<file path="src/rtl/ov5640_cv_pkg.sv">
// Shared constants for the OV5640 CV front end: frame geometry defaults,
// BT.601-style luma coefficients (x256) and the frame-tracking FSM encoding.
package ov5640_cv_pkg;

   localparam int H_ACTIVE_DEF = 640;
   localparam int V_ACTIVE_DEF = 480;
   localparam int XW_DEF       = 10;
   localparam int YW_DEF       = 10;

   // Coefficients sum to 256, so the >>8 of a full-scale pixel lands on 255.
   localparam logic [7:0] COEF_R = 8'd77;
   localparam logic [7:0] COEF_G = 8'd150;
   localparam logic [7:0] COEF_B = 8'd29;

   typedef enum logic [1:0] {
      ST_IDLE   = 2'd0,
      ST_SYNC   = 2'd1,
      ST_ACTIVE = 2'd2
   } state_t;

endpackage

</file>
<file path="src/rtl/ov5640_gray_tagger_if.sv">
// Pixel stream bundle: RGB565 camera input side and tagged luma output side.
// master = upstream/stimulus end, slave = the tagger.
interface ov5640_gray_tagger_if #(
   parameter int XW = 10,
   parameter int YW = 10
) ();

   logic          in_vsync;
   logic          in_valid;
   logic [15:0]   in_rgb565;

   logic          out_valid;
   logic [7:0]    out_gray;
   logic [XW-1:0] out_x;
   logic [YW-1:0] out_y;
   logic          out_sof;
   logic          out_eol;
   logic          out_eof;

   modport master (
      output in_vsync, in_valid, in_rgb565,
      input  out_valid, out_gray, out_x, out_y, out_sof, out_eol, out_eof
   );

   modport slave (
      input  in_vsync, in_valid, in_rgb565,
      output out_valid, out_gray, out_x, out_y, out_sof, out_eol, out_eof
   );

endinterface

</file>
<file path="src/rtl/rgb565_to_gray.sv">
// Two-stage RGB565 -> 8-bit luma pipeline. Stage 1 widens each channel to
// 8 bits and registers the three weighted products; stage 2 sums and drops
// the 8 fractional bits. gray holds its last value between valid pixels.
module rgb565_to_gray
   import ov5640_cv_pkg::*;
(
   input  logic        clk,
   input  logic        rst_n,
   input  logic        valid_in,
   input  logic [15:0] rgb,
   output logic        valid_out,
   output logic [7:0]  gray
);

   localparam int STAGES = 2;

   logic [STAGES:1] vld_pipe_q;
   logic [7:0]      r8, g8, b8;
   logic [15:0]     pr_d, pg_d, pb_d;
   logic [15:0]     pr_q, pg_q, pb_q;
   logic [16:0]     sum;
   logic [7:0]      gray_d, gray_q;

   // Replicate MSBs into the new LSBs so full-scale 5/6-bit maps to 255.
   assign r8   = {rgb[15:11], rgb[15:13]};
   assign g8   = {rgb[10:5],  rgb[10:9]};
   assign b8   = {rgb[4:0],   rgb[4:2]};
   assign pr_d = {8'd0, r8} * {8'd0, COEF_R};
   assign pg_d = {8'd0, g8} * {8'd0, COEF_G};
   assign pb_d = {8'd0, b8} * {8'd0, COEF_B};

   assign sum    = {1'b0, pr_q} + {1'b0, pg_q} + {1'b0, pb_q};
   assign gray_d = 8'(sum >> 8);

   // Valid shift register: one bit per pipeline stage.
   always_ff @(posedge clk or negedge rst_n) begin
      if (!rst_n) vld_pipe_q <= '0;
      else        vld_pipe_q <= {vld_pipe_q[STAGES-1:1], valid_in};
   end

   // Stage 1: weighted channel products, loaded only for real pixels.
   always_ff @(posedge clk or negedge rst_n) begin
      if (!rst_n) begin
         pr_q <= '0;
         pg_q <= '0;
         pb_q <= '0;
      end else if (valid_in) begin
         pr_q <= pr_d;
         pg_q <= pg_d;
         pb_q <= pb_d;
      end
   end

   // Stage 2: luma result, held while no pixel is leaving the pipe.
   always_ff @(posedge clk or negedge rst_n) begin
      if (!rst_n)             gray_q <= '0;
      else if (vld_pipe_q[1]) gray_q <= gray_d;
   end

   assign valid_out = vld_pipe_q[STAGES];
   assign gray      = gray_q;

endmodule

</file>
<file path="src/rtl/ov5640_gray_tagger.sv">
// Frame tracker and tagger for the OV5640 RGB565 stream. Locks onto vsync,
// counts x/y over accepted pixels, converts to luma and emits each pixel with
// its coordinates and sof/eol/eof markers. Frames whose pixel count is not
// exactly H_ACTIVE*V_ACTIVE raise frame_err; good ones bump frame_cnt.
module ov5640_gray_tagger
   import ov5640_cv_pkg::*;
#(
   parameter int H_ACTIVE = H_ACTIVE_DEF,
   parameter int V_ACTIVE = V_ACTIVE_DEF,
   parameter int XW       = XW_DEF,
   parameter int YW       = YW_DEF
) (
   input  logic                 sys_clk,
   input  logic                 sys_rst_n,
   ov5640_gray_tagger_if.slave  bus,
   output logic                 frame_err,
   output logic [7:0]           frame_cnt
);

   localparam logic [XW-1:0] X_LAST = XW'(H_ACTIVE - 1);
   localparam logic [YW-1:0] Y_LAST = YW'(V_ACTIVE - 1);
   localparam logic [YW-1:0] Y_END  = YW'(V_ACTIVE);

   typedef struct packed {
      logic [XW-1:0] x;
      logic [YW-1:0] y;
      logic          sof;
      logic          eol;
      logic          eof;
   } tag_t;

   state_t        state_q, state_d;
   logic          vs_q;
   logic          vs_rise;
   logic [XW-1:0] x_q, x_d;
   logic [YW-1:0] y_q, y_d;
   logic          ovf_q, ovf_d;
   logic [7:0]    cnt_q, cnt_d;
   logic          err_q, err_d;
   logic          accept;
   logic          frame_good;
   tag_t          tag_d, t1_q, t2_q;
   logic          v1_q;
   logic          pix_valid;
   logic [7:0]    pix_gray;

   assign vs_rise = bus.in_vsync & ~vs_q;

   // Exactly H*V pixels leaves the counters parked at (0, V_ACTIVE).
   assign frame_good = (x_q == '0) && (y_q == Y_END) && !ovf_q;

   assign tag_d.x   = x_q;
   assign tag_d.y   = y_q;
   assign tag_d.sof = (x_q == '0) && (y_q == '0);
   assign tag_d.eol = (x_q == X_LAST);
   assign tag_d.eof = (x_q == X_LAST) && (y_q == Y_LAST);

   // State, counters, vsync history and frame bookkeeping registers.
   always_ff @(posedge sys_clk or negedge sys_rst_n) begin
      if (!sys_rst_n) begin
         state_q <= ST_IDLE;
         vs_q    <= 1'b0;
         x_q     <= '0;
         y_q     <= '0;
         ovf_q   <= 1'b0;
         cnt_q   <= '0;
         err_q   <= 1'b0;
      end else begin
         state_q <= state_d;
         vs_q    <= bus.in_vsync;
         x_q     <= x_d;
         y_q     <= y_d;
         ovf_q   <= ovf_d;
         cnt_q   <= cnt_d;
         err_q   <= err_d;
      end
   end

   // Next state: frame lock, pixel acceptance, coordinate and frame checks.
   always_comb begin
      state_d = state_q;
      x_d     = x_q;
      y_d     = y_q;
      ovf_d   = ovf_q;
      cnt_d   = cnt_q;
      err_d   = 1'b0;
      accept  = 1'b0;
      unique case (state_q)
         ST_IDLE: begin
            if (vs_rise) state_d = ST_SYNC;
         end
         ST_SYNC: begin
            if (!bus.in_vsync) begin
               state_d = ST_ACTIVE;
               x_d     = '0;
               y_d     = '0;
               ovf_d   = 1'b0;
            end
         end
         ST_ACTIVE: begin
            // A pixel coinciding with the closing vsync edge is dropped.
            if (vs_rise) begin
               state_d = ST_SYNC;
               if (frame_good) cnt_d = cnt_q + 8'd1;
               else            err_d = 1'b1;
            end else if (bus.in_valid) begin
               if (y_q == Y_END) begin
                  ovf_d = 1'b1;
               end else begin
                  accept = 1'b1;
                  if (x_q == X_LAST) begin
                     x_d = '0;
                     y_d = y_q + YW'(1);
                  end else begin
                     x_d = x_q + XW'(1);
                  end
               end
            end
         end
         default: state_d = ST_IDLE;
      endcase
   end

   rgb565_to_gray u_luma (
      .clk       (sys_clk),
      .rst_n     (sys_rst_n),
      .valid_in  (accept),
      .rgb       (bus.in_rgb565),
      .valid_out (pix_valid),
      .gray      (pix_gray)
   );

   // Tag delay line matching the two luma stages; stage 2 holds between pixels.
   always_ff @(posedge sys_clk or negedge sys_rst_n) begin
      if (!sys_rst_n) begin
         v1_q <= 1'b0;
         t1_q <= '0;
         t2_q <= '0;
      end else begin
         v1_q <= accept;
         if (accept) t1_q <= tag_d;
         if (v1_q)   t2_q <= t1_q;
      end
   end

   assign bus.out_valid = pix_valid;
   assign bus.out_gray  = pix_gray;
   assign bus.out_x     = t2_q.x;
   assign bus.out_y     = t2_q.y;
   assign bus.out_sof   = t2_q.sof & pix_valid;
   assign bus.out_eol   = t2_q.eol & pix_valid;
   assign bus.out_eof   = t2_q.eof & pix_valid;
   assign frame_err     = err_q;
   assign frame_cnt     = cnt_q;

endmodule

</file>
<file path="src/flat_wrapper.sv">
// flat-port wrapper written by rule: the top's interface ports become plain ports
module ov5640_gray_tagger_flat import ov5640_cv_pkg::*;
#(
   parameter int H_ACTIVE = H_ACTIVE_DEF,
   parameter int V_ACTIVE = V_ACTIVE_DEF,
   parameter int XW       = XW_DEF,
   parameter int YW       = YW_DEF
)
  (sys_clk, sys_rst_n, frame_err, frame_cnt, bus_in_vsync, bus_in_valid, bus_in_rgb565, bus_out_valid, bus_out_gray, bus_out_x, bus_out_y, bus_out_sof, bus_out_eol, bus_out_eof);
  ov5640_gray_tagger_if #(.XW(XW), .YW(YW)) bus_i ();
  input  logic sys_clk;
  input  logic sys_rst_n;
  output logic frame_err;
  output logic [7:0] frame_cnt;
  input wire logic [$bits(bus_i.in_vsync)-1:0] bus_in_vsync;
  input wire logic [$bits(bus_i.in_valid)-1:0] bus_in_valid;
  input wire logic [$bits(bus_i.in_rgb565)-1:0] bus_in_rgb565;
  output wire logic [$bits(bus_i.out_valid)-1:0] bus_out_valid;
  output wire logic [$bits(bus_i.out_gray)-1:0] bus_out_gray;
  output wire logic [$bits(bus_i.out_x)-1:0] bus_out_x;
  output wire logic [$bits(bus_i.out_y)-1:0] bus_out_y;
  output wire logic [$bits(bus_i.out_sof)-1:0] bus_out_sof;
  output wire logic [$bits(bus_i.out_eol)-1:0] bus_out_eol;
  output wire logic [$bits(bus_i.out_eof)-1:0] bus_out_eof;
  assign bus_i.in_vsync = bus_in_vsync;
  assign bus_i.in_valid = bus_in_valid;
  assign bus_i.in_rgb565 = bus_in_rgb565;
  assign bus_out_valid = bus_i.out_valid;
  assign bus_out_gray = bus_i.out_gray;
  assign bus_out_x = bus_i.out_x;
  assign bus_out_y = bus_i.out_y;
  assign bus_out_sof = bus_i.out_sof;
  assign bus_out_eol = bus_i.out_eol;
  assign bus_out_eof = bus_i.out_eof;
  ov5640_gray_tagger #(.H_ACTIVE(H_ACTIVE), .V_ACTIVE(V_ACTIVE), .XW(XW), .YW(YW)) u_core (.sys_clk(sys_clk), .sys_rst_n(sys_rst_n), .bus(bus_i), .frame_err(frame_err), .frame_cnt(frame_cnt));
endmodule
</file>
<file path="config.mk">
export PLATFORM = sky130hd
export DESIGN_NAME = ov5640_gray_tagger_flat
export DESIGN_NICKNAME = d
export VERILOG_FILES = /design/src/rtl/ov5640_cv_pkg.sv /design/src/rtl/ov5640_gray_tagger_if.sv /design/src/rtl/rgb565_to_gray.sv /design/src/rtl/ov5640_gray_tagger.sv /design/src/flat_wrapper.sv
export SDC_FILE = /design/constraint.sdc
export NUM_CORES = 1
export LEC_CHECK = 0
export CORE_MARGIN = 2
export CORE_UTILIZATION = 40
export DETAILED_ROUTE_END_ITERATION = 10
export PLACE_DENSITY = 0.59
export SETUP_SLACK_MARGIN = 0.2
export SYNTH_ARGS = -nofsm -noshare
export SYNTH_HDL_FRONTEND = slang
export SYNTH_SLANG_ARGS = --single-unit
</file>
<file path="constraint.sdc">
create_clock -name sys_clk -period 3 [get_ports sys_clk]
set_input_delay 0.45 -clock sys_clk [delete_from_list [all_inputs] [get_ports sys_clk]]
set_output_delay 0.45 -clock sys_clk [all_outputs]
set_load 0.05 [all_outputs]
</file>
; ---- Word level (Yosys, flattened, before mapping)
; Index checks and enable logic that the tools add are counted.
[classes]
bitwise_logic = 5
n_mux = 26
eq_ne = 12
addsub = 5
reduce_logical = 15
multipliers = 3
[op_table]
columns = cell, n
row1 = $mux W10, 9
row2 = $pmux W10 S2, 2
row3 = $mul A8 B7 Y15 const B, 2
row4 = $add A10 B1 Y10 const B, 2
row5 = $eq A10 B9 Y1 const B, 2
row6 = $logic_not A10 Y1, 2
row7 = $add A15 B16 Y16, 1
row8 = $add A16 B13 Y16, 1
row9 = $mul A8 B5 Y13 const B, 1
row10 = $mux W1, 11
row11 = $eq A10 B10 Y1 const B, 1
row12 = $reduce_and A5 Y1, 2
row13 = $add A8 B1 Y8 const B, 1
row14 = $ne A2 B2 Y1 const B, 4
row15 = $ne A2 B1 Y1 const B, 3
row16 = $reduce_and A6 Y1, 1
row17 = $and A1 B1 Y1, 4
row18 = $logic_and A1 B1 Y1, 4
row19 = $mux W2, 2
row20 = $pmux W2 S2, 1
row21 = $reduce_and A3 Y1, 1
row22 = $eq A2 B1 Y1 const B, 1
row23 = $eq A2 B2 Y1 const B, 1
row24 = $logic_not A2 Y1, 1
row25 = 6 further kinds, 6
[totals]
regBits = 133
output_inout_bits = 41
input_bits = 20
wordCells = 89

; ---- Depth between registers and ports, before layout
[depth]
word_depth = 6
mapped_depth = 14
mapped_depth_nobuf = 14

; ---- Modules after synthesis
; A second synthesis with hierarchy kept.
[unflattened]
hier_cells = 868
hier_area_um2 = 9107.5
[by_module_without_submodules]
columns = mod, area_each_um2, instances, seq_area_each_um2, cells_each
row1 = rgb565_to_gray, 5392.7, 1, 1326.3, 516
row2 = ov5640_gray_tagger, 3714.8, 1, 2001.9, 352

; ---- Worst setup path before layout
; Ideal clock, no wire load.
[synth_timing]
kind = input to register
startpoint = input port bus_in_rgb565[12]
endpoint = register u_core.u_luma.pr_q[13]
path_buffers = 0
t_required_ns = 2.905
setup_time_ns = 0.095
arrival_time_ns = 3.310
stages = 12
slack_ns = -0.405
path_cell_list = ha_1 ha_1 inv_1 fa_1 fa_1 inv_1 ha_1 or3_1 o221ai_1 a21oi_1 o21a_1 o31ai_1
[synth_via]
elab_chain_cells = 1
[synth_lines]
columns = item, line
row1 = "start, declared", flat_wrapper.sv:17  ; input wire logic [$bits(bus_i.in_rgb565)-1:0] bus_in_rgb565;
row2 = $mul A8 B7 Y15, rgb565_to_gray.sv:28  ; assign pr_d = {8'd0, r8} * {8'd0, COEF_R};
row3 = "end signal, assigned", rgb565_to_gray.sv:48  ; pr_q <= pr_d;
row4 = "end, declared", rgb565_to_gray.sv:20  ; logic [15:0] pr_q, pg_q, pb_q;
; No other way between the ends.
; A chain may end at the register's enable or synchronous reset.

; ---- Final worst setup path
[layout_timing]
startpoint = input port bus_in_rgb565[13]
endpoint = register u_core.u_luma.pr_q[13]
; Same word-level chain as after synthesis.

==> impl_results.md <==
* Syn-to-layout area delta at 32.2%
* Largest net degree at the start of global routing at 54
* 1st-iter DRT viols at 389
* Vias per cell at 5.02
* Via Count at 6752
* Yosys top cell area share at 36.3%
* Post-route ant nets at 0
* Number of synthesis warnings at 0
* Diode count at 0
* Synth cell types at 62
* Pre-CTS setup slack at -908 ps
* H-tree levels at 4
* Crit path capture type: register
* Post-route insts no fill at 1345
* Final #Nets at 1220
* Fmax at 0.341 GHz
* CP Buf/Inv Count at 3
* Synth area leaders: dfrtp_1 (36%), ha_1 (16%), fa_1 (8.1%)
* Die area at 24000 µm²
* Clk_lat worst skew at 420 ps
* Top Layer Used: met4
* Worst Hold Class: primary input to register
* Final Cycle Share at 97.7%
* Crit-path slowest cell: fa_1
* Synth Register Bits at 132
* Core area at 22500 µm²
* DR pass1 iterations at 4
* RR Endpoint: u_core.u_luma.gray[6]
* CP Data Arrival Time at 3250 ps
* Max stage delay on crit path at 510 ps
* Wire per inst at 14.6 µm
* Worst-path cell chain: buf_8, ha_4, ha_4, inv_2, fa_1, fa_1, inv_2, ha_4, o21a_1, o31a_1, o221ai_2, a21oi_2, o21a_1, o31ai_1
* Initial Util at 40.4%
* Top delay family on crit path: adder cells
* RSZ-0062 raised after global routing: yes
* Cells after Synth at 905
* WL met2 at 8790 µm
* Mapped Area at 9100 µm²
* Slack of the critical path at 69.4 ps
* Clk buf depth at 2
* Ys async rst share at 100%
* WL met1 at 10000 µm
* Number of synthesized flops with an enable pin at 0
* Total grt overflow at 0
* Worst-path maximum fanout at 4
* Die Width at 155 µm
* # placed instances at 1304
* DR DRC count at 0
* Power Dens Cells at 870 nW/µm²
* CP Data Required Time at 3320 ps
* Register area share after synthesis at 36.3%
* Syn Nets at 1078
* Routed WL at 19600 µm
* Worst Hold Launch: bus_in_rgb565[3]
* Maxcap violations at 0
* Clk sinks at 132
* Crit path capture: u_core.u_luma.pr_q[13]
* Endpoints failing hold at 0
* FF-to-FF path depth at 8
* Worst hold slack at 456 ps
* Slew Limit Fails at 0
* Most used cell, CP: ha_4
* Critical path class: primary input to register
* Min Tclk post-route at 2930 ps
* Global-route wire length before repair at 33800 µm
* Num rows at 55
* Die Y at 155 µm
* Headroom to the max-slew limit at 57.9%
* Total track usage at 17.3%
* Reg2Reg Setup Slack at 280 ps
* I/O pin count at 61
* CTS buffer count at 17
* R2R Path Start: u_core.u_luma.pg_q[11]
* Critical path origin: bus_in_rgb565[13]
* Setup violators final at 0
* Clock Pin Slew Worst Setup and Hold Paths at 60 ps
* Initial antenna violation count at 0
* Peak VDD IR at 574 µV
* Type of origin of the critical path: primary input
* P_leak at 5.66 nW
* RD Place Congestion at 0.819
* Stages on worst setup path at 14
* Vias in the first global route at 6844
* Most instantiated cells after synthesis: dfrtp_1 (132), nand2_1 (125), ha_1 (116)
* Worst Tran Pin Value at 631 ps
* Leading register cell type out of synthesis: dfrtp_1
* Wire length on met3 at 521 µm
* Post-synth top area cell: dfrtp_1
* HPWL after DPL at 15100 µm
* Clock Skew at 10.0 ps
* CTS Root Cell: clkbuf_16
* Status: complete, no violations
* Synth Area per Inst at 10.1 µm²
* CTS tree: done
* Layout cells sized above 1 at 29.1%
* Most numerous cell in the Yosys netlist: dfrtp_1
* IO Port Bufs at 60
cells by family after synthesis:
logic type / count (synthesis) / share of synthesized area, %
AOI/OAI and AO/OA: 174 / 12.1
buffers and inverters: 126 / 6.55
and+or+nand+nor: 241 / 12.5
DFF: 132 / 36.3
muxes: 33 / 4.08
adders and majority gates: 153 / 24.1
xor gates and xnor gates: 46 / 4.43
worst min-delay path by stage:
stage / to / cells after the start
floorplan: u_core.bus.out_x[0] / 0
global placement: u_core.frame_cnt[3] / 1
detailed placement: u_core.frame_cnt[3] / 1
CTS: u_core.u_luma.pr_q[0] / 5
global route: u_core.t1_q[22] / 2
finish: u_core.u_luma.pb_q[1] / 4
layout by cell type, fill, tap and decap left out, types with 5 or more instances in the layout:
| master | n |
|---|---|
| ha_4 | 37 |
| buf_6 | 13 |
| fa_2 | 5 |
| clkbuf_16 | 17 |
| dfrtp_1 | 132 |
| mux2_2 | 29 |
| o31ai_1 | 10 |
| nand2_1 | 123 |
| a211oi_2 | 5 |
| a21oi_1 | 27 |
| buf_4 | 96 |
| nand2b_1 | 5 |
| o21ai_1 | 17 |
| nand4_1 | 13 |
| inv_1 | 59 |
| xnor2_2 | 5 |
| a21oi_2 | 8 |
| xor2_1 | 22 |
| inv_2 | 20 |
| o21ai_0 | 42 |
| nor3_1 | 10 |
| nor2_1 | 34 |
| ha_1 | 75 |
| buf_2 | 7 |
| o21bai_1 | 5 |
| xnor2_1 | 19 |
| o21a_1 | 5 |
| nand3_1 | 16 |
| fa_1 | 32 |
| a21o_1 | 11 |
| clkdlybuf4s50_1 | 43 |
state kept, by name, summed over array words and instances, names as in the netlist:
name and cells:
u_core.bus.out_x 10, u_core.bus.out_y 10, u_core.frame_cnt 8, u_core.frame_err 1, u_core.ovf_q 1, u_core.state_q 2, u_core.t1_q 23, u_core.t2_q 3
u_core.u_luma.gray 8, u_core.u_luma.pb_q 13, u_core.u_luma.pg_q 15, u_core.u_luma.pr_q 15, u_core.u_luma.vld_pipe_q 2, u_core.vs_q 1, u_core.x_q 10, u_core.y_q 10
tightest hold or removal path, delay by kind of cell:
kind                   cells  cell delay, ps
AOI/OAI and AO/OA          1              80
buffers and inverters      3             290
final cells by class:
class,instances,area [µm²]
clock buffers,17,425
clock inverters,15,195
fillers,2014,10500
inverters,80,304
multi-input cells,647,5980
flip-flops and latches,132,3300
well taps,285,357
repair buffers,169,1470
routing by layer:
metal  vias to the layer above  GRT usage, %
li1                       3407             -
met1                      3237          25.3
met2                        89          26.5
met3                        19          2.49
met4                         0          5.29
met5                         -             0
timing repair:
| action | 4_1_cts | 5_1_grt |
|---|---|---|
| hold buffers | 1 | 0 |
| cloned | 0 | 0 |
| gates resized for setup | 110 | 51 |
| setup endpoints to repair | 26 | 25 |
| endpoints found under the hold margin | 49 | 0 |
| setup buffers | 7 | 1 |
| pin swaps | 62 | 59 |
per-stage QoR:
step                area [µm²]  TNS (ps)  util [%]  power [mW]
global route             12000     -60.3      53.5        11.3
detailed placement       10900    -15900      48.4        7.76
finish                   12000         0      53.5        10.5
global placement         10900    -14960      48.4        7.68
floorplan                 9440      -421         -        6.17
CTS                      11800         0      52.3        10.2
where the power goes:
part	internal [mW]	switching, mW
clock network	1.33	0.852
logic	2.69	3.06
registers	2.19	0.342
Power figures use the tool's default switching activity.
